### src/rtl/vga_fetch_arbiter_if.sv
// Memory bus between the fetch arbiter and the shared single-port framebuffer.
// The arbiter is the master; the memory controller answers with ack/rdata.
interface vga_fetch_arbiter_if #(
  parameter int ADDR_W = 32,
  parameter int DATA_W = 16
);
  logic              req;
  logic              we;
  logic [ADDR_W-1:0] addr;
  logic [DATA_W-1:0] wdata;
  logic              ack;
  logic [DATA_W-1:0] rdata;

  modport master (output req, we, addr, wdata, input ack, rdata);
  modport slave  (input req, we, addr, wdata, output ack, rdata);
endinterface

### src/rtl/vga_fetch_arbiter.sv
// Shares one framebuffer memory between raster-order display prefetch (into an
// FWFT FIFO) and host writes; fetch wins while the FIFO is below the low-water mark.
module vga_fetch_arbiter #(
  parameter int                ADDR_W     = 32,
  parameter int                DATA_W     = 16,
  parameter logic [ADDR_W-1:0] FB_BASE    = '0,
  parameter int                ADDR_STEP  = 2,
  parameter int                H_ACTIVE   = 640,
  parameter int                V_ACTIVE   = 480,
  parameter int                FIFO_DEPTH = 16,
  parameter int                LOW_WATER  = 8
) (
  input  logic              clk,
  input  logic              rst,
  input  logic              frame_start_i,
  input  logic              pix_pop_i,
  output logic [DATA_W-1:0] pix_data_o,
  output logic              pix_valid_o,
  output logic              underflow_o,
  input  logic              host_valid_i,
  output logic              host_ready_o,
  input  logic [ADDR_W-1:0] host_addr_i,
  input  logic [DATA_W-1:0] host_wdata_i,
  vga_fetch_arbiter_if.master mem
);

  localparam int TOTAL_PIX = H_ACTIVE * V_ACTIVE;
  localparam int PIX_W     = $clog2(TOTAL_PIX);
  localparam int PTR_W     = $clog2(FIFO_DEPTH);
  localparam int CNT_W     = PTR_W + 1;
  localparam logic [PIX_W-1:0] LAST_PIX = PIX_W'(TOTAL_PIX - 1);

  typedef enum logic [1:0] {IDLE, RD, WR} state_t;

  state_t            state_q, state_d;
  logic              memReq_q, memReq_d;
  logic              memWe_q, memWe_d;
  logic [ADDR_W-1:0] memAddr_q, memAddr_d;
  logic [DATA_W-1:0] memWdata_q, memWdata_d;
  logic [PIX_W-1:0]  pixIdx_q, pixIdx_d;
  logic              done_q, done_d;
  logic              discard_q, discard_d;
  logic              underflow_q, underflow_d;
  logic [CNT_W-1:0]  count_q, count_d;
  logic [PTR_W-1:0]  wrPtr_q, wrPtr_d;
  logic [PTR_W-1:0]  rdPtr_q, rdPtr_d;
  logic [DATA_W-1:0] fifoMem [FIFO_DEPTH];

  logic              ackRd, ackWr, push, pop, wantRd, space, effDone;
  logic [CNT_W-1:0]  effCount;
  logic [PIX_W-1:0]  effIdx;
  logic [ADDR_W-1:0] fetchAddr;

  // A frame_start seen in IDLE already counts for this cycle's arbitration,
  // so the first request of the new frame is issued at pixel 0.
  always_comb begin
    effCount  = frame_start_i ? '0 : count_q;
    effDone   = frame_start_i ? 1'b0 : done_q;
    effIdx    = frame_start_i ? '0 : pixIdx_q;
    space     = effCount < CNT_W'(FIFO_DEPTH);
    wantRd    = !effDone && space && ((effCount < CNT_W'(LOW_WATER)) || !host_valid_i);
    fetchAddr = FB_BASE + ADDR_W'(effIdx) * ADDR_W'(ADDR_STEP);
    ackRd     = (state_q == RD) && mem.ack;
    ackWr     = (state_q == WR) && mem.ack;
    push      = ackRd && !discard_q && !frame_start_i;
    pop       = pix_pop_i && (count_q != '0) && !frame_start_i;
  end

  always_comb begin
    state_d    = state_q;
    memReq_d   = memReq_q;
    memWe_d    = memWe_q;
    memAddr_d  = memAddr_q;
    memWdata_d = memWdata_q;
    case (state_q)
      IDLE: begin
        if (wantRd) begin
          state_d   = RD;
          memReq_d  = 1'b1;
          memWe_d   = 1'b0;
          memAddr_d = fetchAddr;
        end else if (host_valid_i) begin
          state_d    = WR;
          memReq_d   = 1'b1;
          memWe_d    = 1'b1;
          memAddr_d  = host_addr_i;
          memWdata_d = host_wdata_i;
        end
      end
      RD: begin
        if (mem.ack) begin
          state_d  = IDLE;
          memReq_d = 1'b0;
        end
      end
      WR: begin
        if (mem.ack) begin
          state_d  = IDLE;
          memReq_d = 1'b0;
          memWe_d  = 1'b0;
        end
      end
      default: begin
        state_d  = IDLE;
        memReq_d = 1'b0;
        memWe_d  = 1'b0;
      end
    endcase
  end

  // An RD still waiting for its ack when the frame restarts has stale data; drop it.
  always_comb begin
    pixIdx_d    = pixIdx_q;
    done_d      = done_q;
    discard_d   = discard_q;
    underflow_d = underflow_q;
    count_d     = count_q + CNT_W'(push) - CNT_W'(pop);
    wrPtr_d     = push ? wrPtr_q + 1'b1 : wrPtr_q;
    rdPtr_d     = pop ? rdPtr_q + 1'b1 : rdPtr_q;
    if (ackRd) begin
      discard_d = 1'b0;
    end
    if (push) begin
      if (pixIdx_q == LAST_PIX) begin
        done_d = 1'b1;
      end else begin
        pixIdx_d = pixIdx_q + 1'b1;
      end
    end
    if (pix_pop_i && (count_q == '0)) begin
      underflow_d = 1'b1;
    end
    if (frame_start_i) begin
      pixIdx_d    = '0;
      done_d      = 1'b0;
      underflow_d = 1'b0;
      count_d     = '0;
      wrPtr_d     = '0;
      rdPtr_d     = '0;
      if ((state_q == RD) && !mem.ack) begin
        discard_d = 1'b1;
      end
    end
  end

  always_ff @(posedge clk or posedge rst) begin
    if (rst) begin
      state_q     <= IDLE;
      memReq_q    <= 1'b0;
      memWe_q     <= 1'b0;
      memAddr_q   <= '0;
      memWdata_q  <= '0;
      pixIdx_q    <= '0;
      done_q      <= 1'b1;
      discard_q   <= 1'b0;
      underflow_q <= 1'b0;
      count_q     <= '0;
      wrPtr_q     <= '0;
      rdPtr_q     <= '0;
    end else begin
      state_q     <= state_d;
      memReq_q    <= memReq_d;
      memWe_q     <= memWe_d;
      memAddr_q   <= memAddr_d;
      memWdata_q  <= memWdata_d;
      pixIdx_q    <= pixIdx_d;
      done_q      <= done_d;
      discard_q   <= discard_d;
      underflow_q <= underflow_d;
      count_q     <= count_d;
      wrPtr_q     <= wrPtr_d;
      rdPtr_q     <= rdPtr_d;
    end
  end

  // Storage needs no reset: the head is only visible while count is non-zero.
  always_ff @(posedge clk) begin
    if (push) begin
      fifoMem[wrPtr_q] <= mem.rdata;
    end
  end

  assign pix_valid_o  = (count_q != '0);
  assign pix_data_o   = pix_valid_o ? fifoMem[rdPtr_q] : '0;
  assign underflow_o  = underflow_q;
  assign host_ready_o = ackWr;
  assign mem.req      = memReq_q;
  assign mem.we       = memWe_q;
  assign mem.addr     = memAddr_q;
  assign mem.wdata    = memWdata_q;

endmodule
### src/flat_wrapper.sv
// flat-port wrapper written by rule: the top's interface ports become plain ports
module vga_fetch_arbiter_flat 
#(
  parameter int                ADDR_W     = 32,
  parameter int                DATA_W     = 16,
  parameter logic [ADDR_W-1:0] FB_BASE    = '0,
  parameter int                ADDR_STEP  = 2,
  parameter int                H_ACTIVE   = 640,
  parameter int                V_ACTIVE   = 480,
  parameter int                FIFO_DEPTH = 16,
  parameter int                LOW_WATER  = 8
)
  (clk, rst, frame_start_i, pix_pop_i, pix_data_o, pix_valid_o, underflow_o, host_valid_i, host_ready_o, host_addr_i, host_wdata_i, mem_req, mem_we, mem_addr, mem_wdata, mem_ack, mem_rdata);
  vga_fetch_arbiter_if #(.ADDR_W(ADDR_W), .DATA_W(DATA_W)) mem_i ();
  input  logic clk;
  input  logic rst;
  input  logic frame_start_i;
  input  logic pix_pop_i;
  output logic [DATA_W-1:0] pix_data_o;
  output logic pix_valid_o;
  output logic underflow_o;
  input  logic host_valid_i;
  output logic host_ready_o;
  input  logic [ADDR_W-1:0] host_addr_i;
  input  logic [DATA_W-1:0] host_wdata_i;
  output wire logic [$bits(mem_i.req)-1:0] mem_req;
  output wire logic [$bits(mem_i.we)-1:0] mem_we;
  output wire logic [$bits(mem_i.addr)-1:0] mem_addr;
  output wire logic [$bits(mem_i.wdata)-1:0] mem_wdata;
  input wire logic [$bits(mem_i.ack)-1:0] mem_ack;
  input wire logic [$bits(mem_i.rdata)-1:0] mem_rdata;
  assign mem_req = mem_i.req;
  assign mem_we = mem_i.we;
  assign mem_addr = mem_i.addr;
  assign mem_wdata = mem_i.wdata;
  assign mem_i.ack = mem_ack;
  assign mem_i.rdata = mem_rdata;
  vga_fetch_arbiter #(.ADDR_W(ADDR_W), .DATA_W(DATA_W), .FB_BASE(FB_BASE), .ADDR_STEP(ADDR_STEP), .H_ACTIVE(H_ACTIVE), .V_ACTIVE(V_ACTIVE), .FIFO_DEPTH(FIFO_DEPTH), .LOW_WATER(LOW_WATER)) u_core (.clk(clk), .rst(rst), .frame_start_i(frame_start_i), .pix_pop_i(pix_pop_i), .pix_data_o(pix_data_o), .pix_valid_o(pix_valid_o), .underflow_o(underflow_o), .host_valid_i(host_valid_i), .host_ready_o(host_ready_o), .host_addr_i(host_addr_i), .host_wdata_i(host_wdata_i), .mem(mem_i));
endmodule
### config.mk
export PLATFORM = sky130hd
export DESIGN_NAME = vga_fetch_arbiter_flat
export DESIGN_NICKNAME = d
export VERILOG_FILES = /design/src/rtl/vga_fetch_arbiter_if.sv /design/src/rtl/vga_fetch_arbiter.sv /design/src/flat_wrapper.sv
export SDC_FILE = /design/constraint.sdc
export NUM_CORES = 1
export LEC_CHECK = 0
export BUFFER_PORTS_ARGS = -buffer_cell sky130_fd_sc_hd__buf_4
export CORE_ASPECT_RATIO = 0.9
export CORE_MARGIN = 1.5
export CORE_UTILIZATION = 38
export DETAILED_ROUTE_END_ITERATION = 6
export GPL_TIMING_DRIVEN = 1
export PLACE_DENSITY_LB_ADDON = 0.1
export SLEW_MARGIN = 5
export SYNTH_ARGS = -nofsm -noshare
export SYNTH_HDL_FRONTEND = slang
export SYNTH_SLANG_ARGS = --single-unit
### constraint.sdc
create_clock -name clk -period 5.3 [get_ports clk]
set_input_delay 0.795 -clock clk [delete_from_list [all_inputs] [get_ports clk]]
set_output_delay 0.795 -clock clk [all_outputs]
set_load 0.01 [all_outputs]
# [After elaboration in Yosys (flattened, before gate mapping)]
# Memory sizes are Yosys's and may differ from the RTL's.
# Cells that the tools add are included.
[word_totals] register_bits=87 ram_bits=256 in_bits=70 output_inout_bits=69 word_cells=94 n_memories=1
[classes] add_sub_neg=5 n_lt_le_gt_ge=2 eq_ne=7 n_mux=34 n_bitwise=2 n_reduce_logical=31
[memory_table] memory="u_core.fifoMem" words=16 width=16 read_ports=1 rd_ports_with_merged_regs=0 wr=1 line_no="vga_fetch_arbiter.sv:47" source="logic [DATA_W-1:0] fifoMem [FIFO_DEPTH];"
[op_table] cell="$mux 19" n=4
[op_table] cell="$mux 32" n=2
[op_table] cell="$add 19x1->19 const B" n=1
[op_table] cell="$eq 19x19->1 const B" n=1
[op_table] cell="$mux 16" n=1
[op_table] cell="$mux 4" n=4
[op_table] cell="$mux 1" n=15
[op_table] cell="$logic_and 1x1->1" n=10
[op_table] cell="$mux 5" n=2
[op_table] cell="$reduce_bool 2->1" n=5
[op_table] cell="$add 4x1->4 const B" n=2
[op_table] cell="$reduce_and 2->1" n=4
[op_table] cell="$mux 2" n=3
[op_table] cell="$reduce_and 3->1" n=2
[op_table] cell="$add 5x1->5" n=1
[op_table] cell="$logic_not 1->1" n=5
[op_table] cell="$logic_not 5->1" n=1
[op_table] cell="$lt 5x4->1 const B" n=1
[op_table] cell="$lt 5x5->1 const B" n=1
[op_table] cell="$reduce_bool 5->1" n=1
[op_table] cell="$sub 5x1->5" n=1
[op_table] cell="$ne 2x2->1 const B" n=2
[op_table] cell="$pmux 2 s2" n=1
[op_table] cell="$ne 3x2->1 const B" n=1
[op_table] cell="other kinds (9)" n=10

# [Depth between registers and ports, before layout]
# Gate-level depths: netlist of the first run.
[logic_depth] ltp_word=7 mapped_depth=16 depth_no_buf=15

# [Worst setup path after synthesis of the first run]
# OpenSTA, ideal clock, no wires.
[synth_path] kind="reg2reg" startpoint="register u_core.count_q[3]" endpoint="register u_core.count_q[4]" setup_time_ns=0.078 arrival_time_ns=2.936 t_required_ns=5.222 path_slack_ns=2.286 stages_incl_launch_ff=17 path_buffers=1 period_less_slack_ns=3.014 path_cell_list="dfrtp_1 inv_1 ha_1 or4b_4 and2_1 clkbuf_1 nor2b_1 ha_1 inv_1 ha_1 inv_1 fa_1 inv_1 a21oi_1 nor2_1 or3_1 a21oi_1"
[synth_between] elab_chain_cells=5 elab_cells_between_ends=6 cone_classes="add/sub (2); mux (1); reduce/logical (3)"
[synth_lines] item="from (decl)" line_no="vga_fetch_arbiter.sv:44" source="logic [CNT_W-1:0] count_q, count_d;"
[synth_lines] item="from (signal assigned)" line_no="vga_fetch_arbiter.sv:170" source="count_q <= count_d;"
[synth_lines] item="$reduce_bool 5->1"
[synth_lines] item="via pix_valid_o" line_no="flat_wrapper.sv:20" source="output logic pix_valid_o;"
[synth_lines] item="$logic_and 1x1->1 (2 in series)" line_no="vga_fetch_arbiter.sv:66" source="pop = pix_pop_i && (count_q != '0) && !frame_start_i;"
[synth_lines] item="$sub 5x1->5" line_no="vga_fetch_arbiter.sv:117" source="count_d = count_q + CNT_W'(push) - CNT_W'(pop);"
[synth_lines] item="$mux 5" line_no="vga_fetch_arbiter.sv:133" source="if (frame_start_i) begin"
[synth_lines] item="via u_core.count_d[4]" line_no="vga_fetch_arbiter.sv:44"
# The timed path passes the listed nets, and every way through them passes these cells.
# A chain may end at the register's enable or synchronous reset.

# [Worst setup path in the final report of the first run]
[layout_path] startpoint="register u_core.count_q[3]" endpoint="output pix_data_o[6]"
[layout_between] elab_chain_cells=2
[layout_lines] item="$reduce_bool 5->1" line_no="vga_fetch_arbiter.sv:183" source="assign pix_valid_o = (count_q != '0);"
[layout_lines] item="$mux 16" line_no="vga_fetch_arbiter.sv:184" source="assign pix_data_o = pix_valid_o ? fifoMem[rdPtr_q] : '0;"
[layout_lines] item="to (decl)" line_no="flat_wrapper.sv:19" source="output logic [DATA_W-1:0] pix_data_o;"
# Every way passes these cells.

==> flow_summary_export.csv, run 1 <==
group,metric,value,unit
routing,drt_iter0_drc,515,
logic_synthesis,ys_seq_elements,343,
global_routing,grt_use_total,17.10,%
clock_tree,cts_tree,"yes",
critical_path,crit_required,4510,ps
clock_tree,clk_pin_slew,60,ps
die,dieWidth,207.0,µm
critical_path,crit_chain,"inv_1 > ha_1 > or4b_4 > nand2_1 > o22ai_1 > buf_4",
critical_path,cp_slowest_cell,"nand2_1",
logic_synthesis,yosys_warnings,0,
placed_design,place.gp.congestion,0.7509,
global_routing,antenna_found_initial,0,
global_routing,grt_use_met3,3.388,%
die,num_rows,67,
placed_design,port_buffers,138,
critical_path,arrival,2960,ps
timing,report.final.hold_viol_count,0,
critical_path,slowest_delay,780,ps
die,die_area,38620,µm²
clock_tree,holdBufCountCts,0,
die,die_h,186.6,µm
worst_hold_path,worstHoldPathType,"in -> async",
clock_tree,cts_made_buffers,39,
logic_synthesis,synthArstFlopShare,25.36,%
layout,fin_util,46.33,%
logic_synthesis,ys_types,58,
timing,setup_viol_count_final,0,
global_routing,grt_max_degree,62,
routing,wl_per_cell,20.68,µm
logic_synthesis,synth_edf_count,256,
critical_path,crit_path_start_kind,"flip-flop",
clock_tree,cts.htree.levels,2,
timing,fmaxAchievable,266.6,MHz
layout,fin_nets,1121,
logic_synthesis,syn_area_per_cell,16.21,µm²
logic_synthesis,synth_nets,964,
pwr,leakage,6.152,nW
global_routing,gr-usage-met2,25.82,%
critical_path,cp-end-kind,"output pin",
critical_path,rr_startpoint,"u_core.count_q[3]",
routing,drc,0,
global_routing,grt_use_met1,25.58,%
global_routing,grt_pass1_vias,8193,
clock_tree,postCtsSetupBuffers,0,
global_routing,grt_pass1_wl,49810,µm
critical_path,path_class,"reg -> out",
die,pin_count,139,
routing,first_pass_iters,7,
critical_path,crit_buf_inv,2,
critical_path,cp-startpoint,"u_core.count_q[3]",
global_routing,grt_overflow_total,0,
run_status,status,"complete, no violations",
clock_tree,clock_latency,520,ps
routing,drtAntennaViolNets,0,
timing,rsz0062_at_grt,"false",
timing,worstMarginPinSlew,1049,ps
timing,worst_slew_margin_rel,29.92,%
pwr,fin_total_pwr,7.830,mW
logic_synthesis,synth-seq-area-share,69.33,%
layout,areaGrowthSynthToFinish,20.65,%
logic_synthesis,syn_inst,878,
routing,detail_route.vias_per_cell,5.096,
die,coreArea,37050,µm²
routing,via_count,7883,
timing,period_share,70.77,%
clock_tree,clockRootBuffer,"clkbuf_16",
layout,layout_common_cells,"256 x edfxtp_1, 167 x buf_4, 83 x dfrtp_1",
critical_path,path_max_fanout,16,
pwr,irDropWorstVdd,0.2658,mV
job,maxCapViolCount,0,
timing,final.min_clock_period,3751,ps
global_routing,busiest_layer,"met2",
timing,clock-skew-final,19.50,ps
placed_design,dpl.hpwl,19590,µm
layout,num_antenna_cells,0,
die,start_util,38.40,%
layout,drive_gt1_share,31.39,%
logic_synthesis,ys.flop_type,"edfxtp_1",
clock_tree,ctsLongestPathBuffers,3,
layout,final_common_cell,"edfxtp_1",
clock_tree,clock_sinks,343,
clock_tree,cts_resized,0,
timing,tns,0,ps
logic_synthesis,synth_area,14230,µm²
routing,totalWireLength,31990,µm
pwr,power_density,456.1,nW/µm²
timing,drv_slew,0,
critical_path,path_delay_family,"simple AND/OR/NAND/NOR gates",
[worst paths after layout]
check / endpoint / slack [ps] / depth (start not counted)
min in group clk: u_core.mem.addr[5] / 480 / 2
setup reg to reg: u_core.count_q[4] / 2120 / 15
setup / recovery: pix_data_o[6] / 1550 / 6
hold / removal: u_core.mem.addr[24] / 390 / 2
hold reg to reg: u_core.mem.addr[5] / 480 / 2
max in group asynchronous: u_core.rdPtr_q[0] / 3890 / 3
[synthesized netlist by cell type, drive strengths merged, types with 5 or more instances]
cell type	instances	area share, %
o21ai	26	0.91
xnor2	7	0.43
edfxtp	256	54
o211ai	16	0.94
nand2	59	1.6
a21oi	22	0.77
nor3	17	0.71
mux2i	55	3.9
o22ai	18	0.79
and2	6	0.26
dfrtp	86	15
inv	21	0.55
clkbuf	18	0.47
a32oi	5	0.31
ha	15	1.3
mux2	32	2.5
nor3b	8	0.42
nor2b	13	0.57
nor2	44	1.2
mux4	48	7.6
a22o	13	0.80
buf	33	1.2
xor2	9	0.55
nand3	12	0.51
nand2b	5	0.27
nand4	6	0.26
[cells by family after synthesis]
group	count (synthesis)	share of synthesized area (%)
flip-flops	343	69.33
adder cells (fa/ha/maj)	16	1.460
AO/OA/AOI/OAI	106	4.862
AND/OR/NAND/NOR	190	7.113
XOR/XNOR	16	0.9848
multiplexers	135	14.00
buffers and inverters	72	2.251
[flip-flops by register name, indices dropped and copies added (netlist names), named ones only]
| register | cells |
|---|---|
| u_core.count_q | 5 |
| u_core.mem.addr | 32 |
| u_core.state_q | 2 |
| u_core.fifoMem | 256 |
| u_core.mem.req | 1 |
| u_core.rdPtr_q | 4 |
| u_core.pixIdx_q | 19 |
| u_core.mem.wdata | 16 |
| u_core.underflow_o | 1 |
| u_core.wrPtr_q | 4 |
| u_core.mem.we | 1 |
| u_core.done_q | 1 |
[metrics by stage]
step | area, µm² | instances | setup WS (ps) | hold WS [ps]
after floorplan | 14230 | 878 | 2256 | 501.3
after global placement | 15920 | 1477 | 2018 | 465.4
after detailed placement | 15920 | 1477 | 1978 | 475.5
after CTS | 17170 | 1547 | 1419 | 404.6
after global routing | 17170 | 1547 | 1283 | 440.0
final | 17170 | 1547 | 1549 | 386.7
[where the power goes]
group	leakage [nW]	total, mW	switching, mW	internal, mW
Clock	0.605	2.60	1.02	1.58
Combinational	2.09	1.89	0.912	0.982
Sequential	3.45	3.33	0.241	3.09
Total	6.15	7.83	2.18	5.65
[per-layer routing]
metal | routed length (µm) | vias up | share of wire [%]
met4 | 449 | 0 | 1.4
met1 | 15460 | 3973 | 48
met2 | 14490 | 184 | 45
li1 | - | 3694 | -
met5 | 0 | - | 0
met3 | 1591 | 32 | 5.0
[final cells by class]
| class | count | area [µm²] |
|---|---|---|
| multi-input cells | 463 | 4110 |
| clock buffers | 49 | 1033 |
| fillers | 3253 | 19890 |
| clock inverters | 21 | 212.7 |
| repair buffers | 167 | 1254 |
| flip-flops and latches | 343 | 9872 |
| well taps | 483 | 604.3 |
| inverters | 21 | 81.33 |
Power figures use the tool's default switching activity.
==> inputs of run 2 (changes only) <==
ABC_AREA = 1   (was unset)
clock period = 3.91 ns   (was 5.3 ns; I/O delays follow)
==> run 2 against run 1 <==
Compared with the run above:
- total power up 41%
- sequential share of layout area shrank 1.3 points
- wire length increased by 23%
- clock power is 29% higher
- first-iteration DRC count is 64% higher
- critical path type unchanged
- critical endpoint is now pix_data_o[11]
==> flow_summary_export.csv, run 2 <==
group,metric,value,unit
run_status,status,"complete, no violations",
logic_synthesis,synth_largest_area_cell,"edfxtp_1",
timing,worstMarginPinSlew,911.9,ps
routing,via_count,10390,
timing,drv_slew,0,
critical_path,path_max_fanout,70,
clock_tree,clockRootBuffer,"clkbuf_16",
layout,final-seq-area,9871,µm²
placed_design,dpl.hpwl,23140,µm
global_routing,grt_pass1_wl,61180,µm
timing,worst_slew_margin_rel,39.21,%
timing,rsz0062_at_grt,"false",
layout,fin_nets,1632,
clock_tree,cts_made_buffers,38,
placed_design,port_buffers,138,
timing,clock-skew-final,16.56,ps
logic_synthesis,synth_area,14680,µm²
routing,drc,0,
routing,first_pass_iters,5,
critical_path,worstRegToRegCells,15,
critical_path,cp_slowest_cell,"dfrtp_4",
timing,fmaxAchievable,288.8,MHz
clock_tree,ctsLongestPathBuffers,3,
routing,totalWireLength,39450,µm
logic_synthesis,syn_area_per_cell,10.43,µm²
layout,nFillCells,3632,
pwr,irDropWorstVdd,0.3428,mV
job,maxCapViolCount,0,
layout,design_area,17570,µm²
critical_path,crit_required,3320,ps
logic_synthesis,synth_edf_count,256,
critical_path,cp-end-kind,"output pin",
layout,drive_gt1_share,16.76,%
logic_synthesis,synth_top_area_share,52.36,%
worst_hold_path,worstHoldPathType,"in -> reg",
clock_tree,cts_resized,0,
logic_synthesis,synthTopCellsByArea,"edfxtp_1 52%, dfrtp_1 15%, nand2_1 7.3%",
layout,areaGrowthSynthToFinish,19.68,%
critical_path,slowest_delay,910,ps
routing,drt_iter0_drc,846,
critical_path,crit_chain,"buf_12 > nor2_1 > nor2_1 > o21ai_0 > nand3_1 > nand3_1 > a21oi_1 > buf_4",
logic_synthesis,ys.flop_type,"edfxtp_1",
layout,multi_input_area,4307,µm²
logic_synthesis,syn_inst,1407,
routing,detail_route.vias_per_cell,5.029,
clock_tree,cts.htree.levels,2,
global_routing,grt_overflow_total,0,
die,die_h,189.5,µm
die,die_area,39830,µm²
logic_synthesis,synth-seq-area-share,67.20,%
global_routing,grt_pass1_vias,10370,
global_routing,antenna_found_initial,2,
routing,wl_per_cell,19.09,µm
routing,drtAntennaViolNets,0,
logic_synthesis,ys_seq_elements,343,
logic_synthesis,post-synth-top-count-cell,"nand2_1",
timing,final.min_clock_period,3462,ps
critical_path,crit_path_start_kind,"flip-flop",
logic_synthesis,yosys_warnings,0,
clock_tree,cts_tree,"yes",
die,start_util,38.43,%
layout,top_register,"u_core.fifoMem",
layout,final_common_cell,"nand2_1",
die,coreArea,38200,µm²
critical_path,path_class,"reg -> out",
timing,setup_viol_count_final,0,
worst_hold_path,hold_depth,3,
critical_path,crit_buf_inv,2,
logic_synthesis,synthArstFlopShare,25.36,%
layout,stdcell_count,2066,
critical_path,rr_startpoint,"u_core.count_q[2]",
layout,largest_reg_flops,256,
die,pin_count,139,
logic_synthesis,ys_types,32,
logic_synthesis,synthTopCellsByCount,"284 x nand2_1, 259 x nor2_1, 256 x edfxtp_1",
global_routing,grt_max_degree,72,
placed_design,placed_cell_area,16410,µm²
logic_synthesis,synth_nets,1493,
placed_design,place.gp.congestion,0.7783,
worst_hold_path,worstHoldStart,"host_wdata_i[14]",
timing,report.final.hold_viol_count,0,
critical_path,r2r_setup_slack,1160,ps
layout,layout_common_cells,"284 x nand2_1, 256 x edfxtp_1, 247 x nor2_1",
pwr,power_density,628.8,nW/µm²
critical_path,path_delay_family,"flip-flops",
clock_tree,clk_pin_slew,60,ps
critical_path,cp.depth,8,
timing,period_share,88.55,%
critical_path,arrival,2880,ps
pwr,leakage,6.868,nW
die,dieWidth,210.2,µm
die,num_rows,68,
clock_tree,clock_sinks,343,
placed_design,dp.cells,1995,
timing,tns,0,ps
global_routing,grt_use_total,20.14,%
critical_path,cp-startpoint,"u_core.rdPtr_q[0]",
clock_tree,clock_latency,530,ps
==> run 2: cell types whose count changed after synthesis, sizes merged, moves of 18 or more <==
cell	change
inv	+33
o22ai	-18
mux4	-48
a21oi	+41
o21ai	+106
nand3	+115
nand2	+228
nor2	+223
mux2i	-55
mux2	-32
==> run 2: path summary, 6_finish.rpt <==
check | end
hold reg to reg | u_core.mem.wdata[5]
hold / removal | u_core.mem.wdata[14]
max in group asynchronous | u_core.done_q
setup reg to reg | u_core.count_q[4]
setup / recovery | pix_data_o[11]
min in group asynchronous | u_core.mem.wdata[11]
==> run 2: cell families after synthesis <==
| logic type | count (synthesis) | synth area share, % |
|---|---|---|
| buf+inv | 128 | 3.809 |
| flops | 343 | 67.20 |
| fa+ha+maj | 16 | 1.415 |
| compound gates | 210 | 7.406 |
| simple gates | 702 | 19.69 |
| xor+xnor | 8 | 0.4773 |
==> run 2: metrics by stage <==
stage / setup slack, ps / util [%] / total power, mW / hold slack [ps]
final: 447.7 / 45.99 / 11.05 / 255.9
after global routing: 288.0 / 45.99 / 11.72 / 245.1
after detailed placement: 1003 / 42.95 / 7.821 / 459.2
after CTS: 421.5 / 45.99 / 11.21 / 225.8
after floorplan: 1075 / - / 6.457 / 465.0
after global placement: 991.6 / 42.95 / 7.773 / 457.3
==> run 2: tightest hold or removal path: stages <==
cell	delay (ps)
buf_4	80
nand2_1	40
nand2_1	50
==> run 2: repair_timing <==
action | CTS | global route
setup buffers | 0 | 0
hold buffers | 1 | 0
endpoints found under the hold margin | 16 | 0
==> run 2: final cells by class <==
type	count	area share, %
timing repair buffer	172	8.075
antenna	1	0.01424
sequential	343	56.18
tap	490	3.489
clock inverter	16	0.6338
inverter	55	1.189
multi-input combinational	936	24.51
clock buffer	53	5.910
==> run 2: where the power goes <==
group | internal (mW) | switching (mW) | leakage, nW
Clock | 1.93 | 1.43 | 0.563
Sequential | 4.24 | 0.253 | 3.43
Combinational | 1.22 | 1.98 | 2.87
==> run 2: metal layers <==
layer / share of wire (%) / GRT usage (%) / vias to the layer above
met4: 2.2 / 5.728 / 2
met1: 46 / 28.06 / 5041
met5: 0.043 / 0 / -
met2: 48 / 32.79 / 204
li1: - / - / 5080
met3: 4.4 / 2.969 / 62
==> inputs of run 3 (changes only) <==
ABC_AREA = unset   (was 1)
==> run 3 against run 2 <==
Compared with the run above:
- clock skew rose by 6.0 ps
- die area fell by 3.0%
- wire length decreased by 16%
- combinational power fell by 16%
- first-iteration DRC count fell by 50%
- critical path depth down 3
- worst hold slack worse by 23 ps
- final cell count shrank 25%
- non-clock buffer count increased by 7
- clock power is 2% lower
- critical path type unchanged
- largest cell class unchanged
==> flow_summary_export.csv, run 3 (synthesis gave the netlist of run 1 again) <==
group,metric,value,unit
run_status,status,"complete, no violations",
pwr,power_frac_seq,42.5,%
global_routing,grt_use_total,17.70,%
die,start_util,38.40,%
clock_tree,clk_pin_slew,60,ps
layout,drive_gt1_share,31.81,%
clock_tree,clock_latency,540,ps
critical_path,crit_path_start_kind,"flip-flop",
placed_design,port_buffers,138,
global_routing,gr-usage-met2,27.01,%
placed_design,place.gp.congestion,0.7511,
critical_path,cp-end-kind,"output pin",
global_routing,grt_pass1_wl,51490,µm
critical_path,path_delay_family,"multiplexers",
critical_path,path_max_fanout,34,
critical_path,cp_slowest_cell,"dfrtp_4",
critical_path,arrival,2610,ps
timing,tns,0,ps
job,maxCapViolCount,0,
routing,drtAntennaViolNets,0,
layout,num_antenna_cells,0,
worst_hold_path,worstHoldPathType,"in -> async",
routing,detail_route.vias_per_cell,5.109,
layout,design_area,17190,µm²
routing,first_pass_iters,6,
pwr,leakage,6.178,nW
pwr,fin_total_pwr,10.39,mW
clock_tree,holdBufCountCts,0,
die,die_area,38620,µm²
pwr,power_density,604.5,nW/µm²
layout,areaGrowthSynthToFinish,20.79,%
die,die_h,186.6,µm
global_routing,grt_use_met1,25.99,%
timing,final.min_clock_period,3199,ps
clock_tree,postCtsSetupBuffers,0,
layout,layout_common_cells,"256 x edfxtp_1, 175 x buf_4, 83 x dfrtp_1",
clock_tree,cts_resized,0,
clock_tree,cts_tree,"yes",
die,coreArea,37050,µm²
clock_tree,clock_sinks,343,
clock_tree,cts.htree.levels,2,
timing,rsz0062_at_grt,"false",
pwr,internal_power,7.409,mW
timing,clock-skew-final,22.51,ps
global_routing,busiest_layer,"met2",
global_routing,grt_use_met3,3.720,%
timing,fmaxAchievable,312.6,MHz
critical_path,r2r-end,"u_core.count_q[4]",
routing,wl_per_cell,21.20,µm
critical_path,crit_required,3320,ps
timing,setup_viol_count_final,0,
pwr,switching_share,28.69,%
critical_path,cp-startpoint,"u_core.rdPtr_q[0]",
global_routing,grt_overflow_total,0,
layout,fin_nets,1132,
global_routing,grt_max_degree,67,
pwr,comb_power_share,25.9,%
critical_path,rr_startpoint,"u_core.count_q[3]",
global_routing,grt_pass1_vias,8323,
pwr,clkPwrFrac,31.6,%
critical_path,crit_end,"pix_data_o[3]",
layout,top_register,"u_core.fifoMem",
critical_path,worstRegToRegCells,15,
critical_path,slowest_delay,650,ps
routing,totalWireLength,33040,µm
critical_path,r2r_setup_slack,800,ps
routing,via_count,7960,
routing,drc,0,
routing,drt_iter0_drc,425,
critical_path,crit_chain,"buf_12 > mux4_2 > mux2i_1 > o22ai_1 > buf_4",
placed_design,placed_cell_area,16060,µm²
die,dieWidth,207.0,µm
pwr,irDropWorstVdd,0.3281,mV
layout,nFillCells,3332,
timing,worstMarginPinSlew,889.8,ps
placed_design,dpl.hpwl,20370,µm
layout,final_common_cell,"edfxtp_1",
global_routing,antenna_found_initial,0,
timing,whs,232.5,ps
clock_tree,ctsLongestPathBuffers,3,
pwr,switching_power,2.981,mW
critical_path,path_class,"reg -> out",
critical_path,cp.depth,5,
timing,report.final.hold_viol_count,0,
clock_tree,cts_made_buffers,38,
timing,worst_slew_margin_rel,40.68,%
clock_tree,clockRootBuffer,"clkbuf_16",
layout,largest_reg_flops,256,
timing,period_share,81.82,%
timing,drv_slew,0,
critical_path,crit_buf_inv,2,
die,num_rows,67,
die,pin_count,139,
## run 3: area by class of cell
cell class                 instances  area [µm²]  share of cell area [%]
timing repair buffer             179        1394                   8.109
multi-input combinational        463        4110                   23.91
inverter                          21       81.33                  0.4731
clock inverter                    18       127.6                  0.7425
clock buffer                      51       999.7                   5.816
sequential                       343        9872                   57.43
tap                              483       604.3                   3.516
## run 3: how the worst min path moves through the flow
stage,start,end,cells after the start
floorplan,u_core.done_q,u_core.done_q,2
global placement,u_core.mem.addr[4],u_core.mem.addr[4],2
detailed placement,u_core.mem.addr[18],u_core.mem.addr[18],2
CTS,host_addr_i[31],u_core.mem.addr[31],2
global route,host_addr_i[31],u_core.mem.addr[31],2
finish,rst,u_core.mem.wdata[2],2
## run 3: layer usage
metal,wire length (µm),vias up
met5,0,-
met4,515,0
met1,15590,4005
met2,15120,198
li1,-,3717
met3,1808,40
## run 3: metrics by stage
stage	cells	worst slack (ps)	util [%]
after floorplan	878	895.8	-
after global placement	1489	833.4	43.35
after detailed placement	1489	817.7	43.35
after CTS	1558	627.7	46.39
after global routing	1558	530.1	46.39
final	1558	710.7	46.39
## run 3: power groups by stage
| stage | combinational [mW] | clock (mW) | sequential [mW] |
|---|---|---|---|
| 2_1_floorplan | 1.69 | 0 | 4.49 |
| 3_3_place_gp | 2.75 | 0 | 4.48 |
| 3_5_place_dp | 2.76 | 0 | 4.48 |
| 4_1_cts | 2.76 | 3.38 | 4.42 |
| 5_1_grt | 2.97 | 3.53 | 4.46 |
| 6_report | 2.69 | 3.28 | 4.42 |
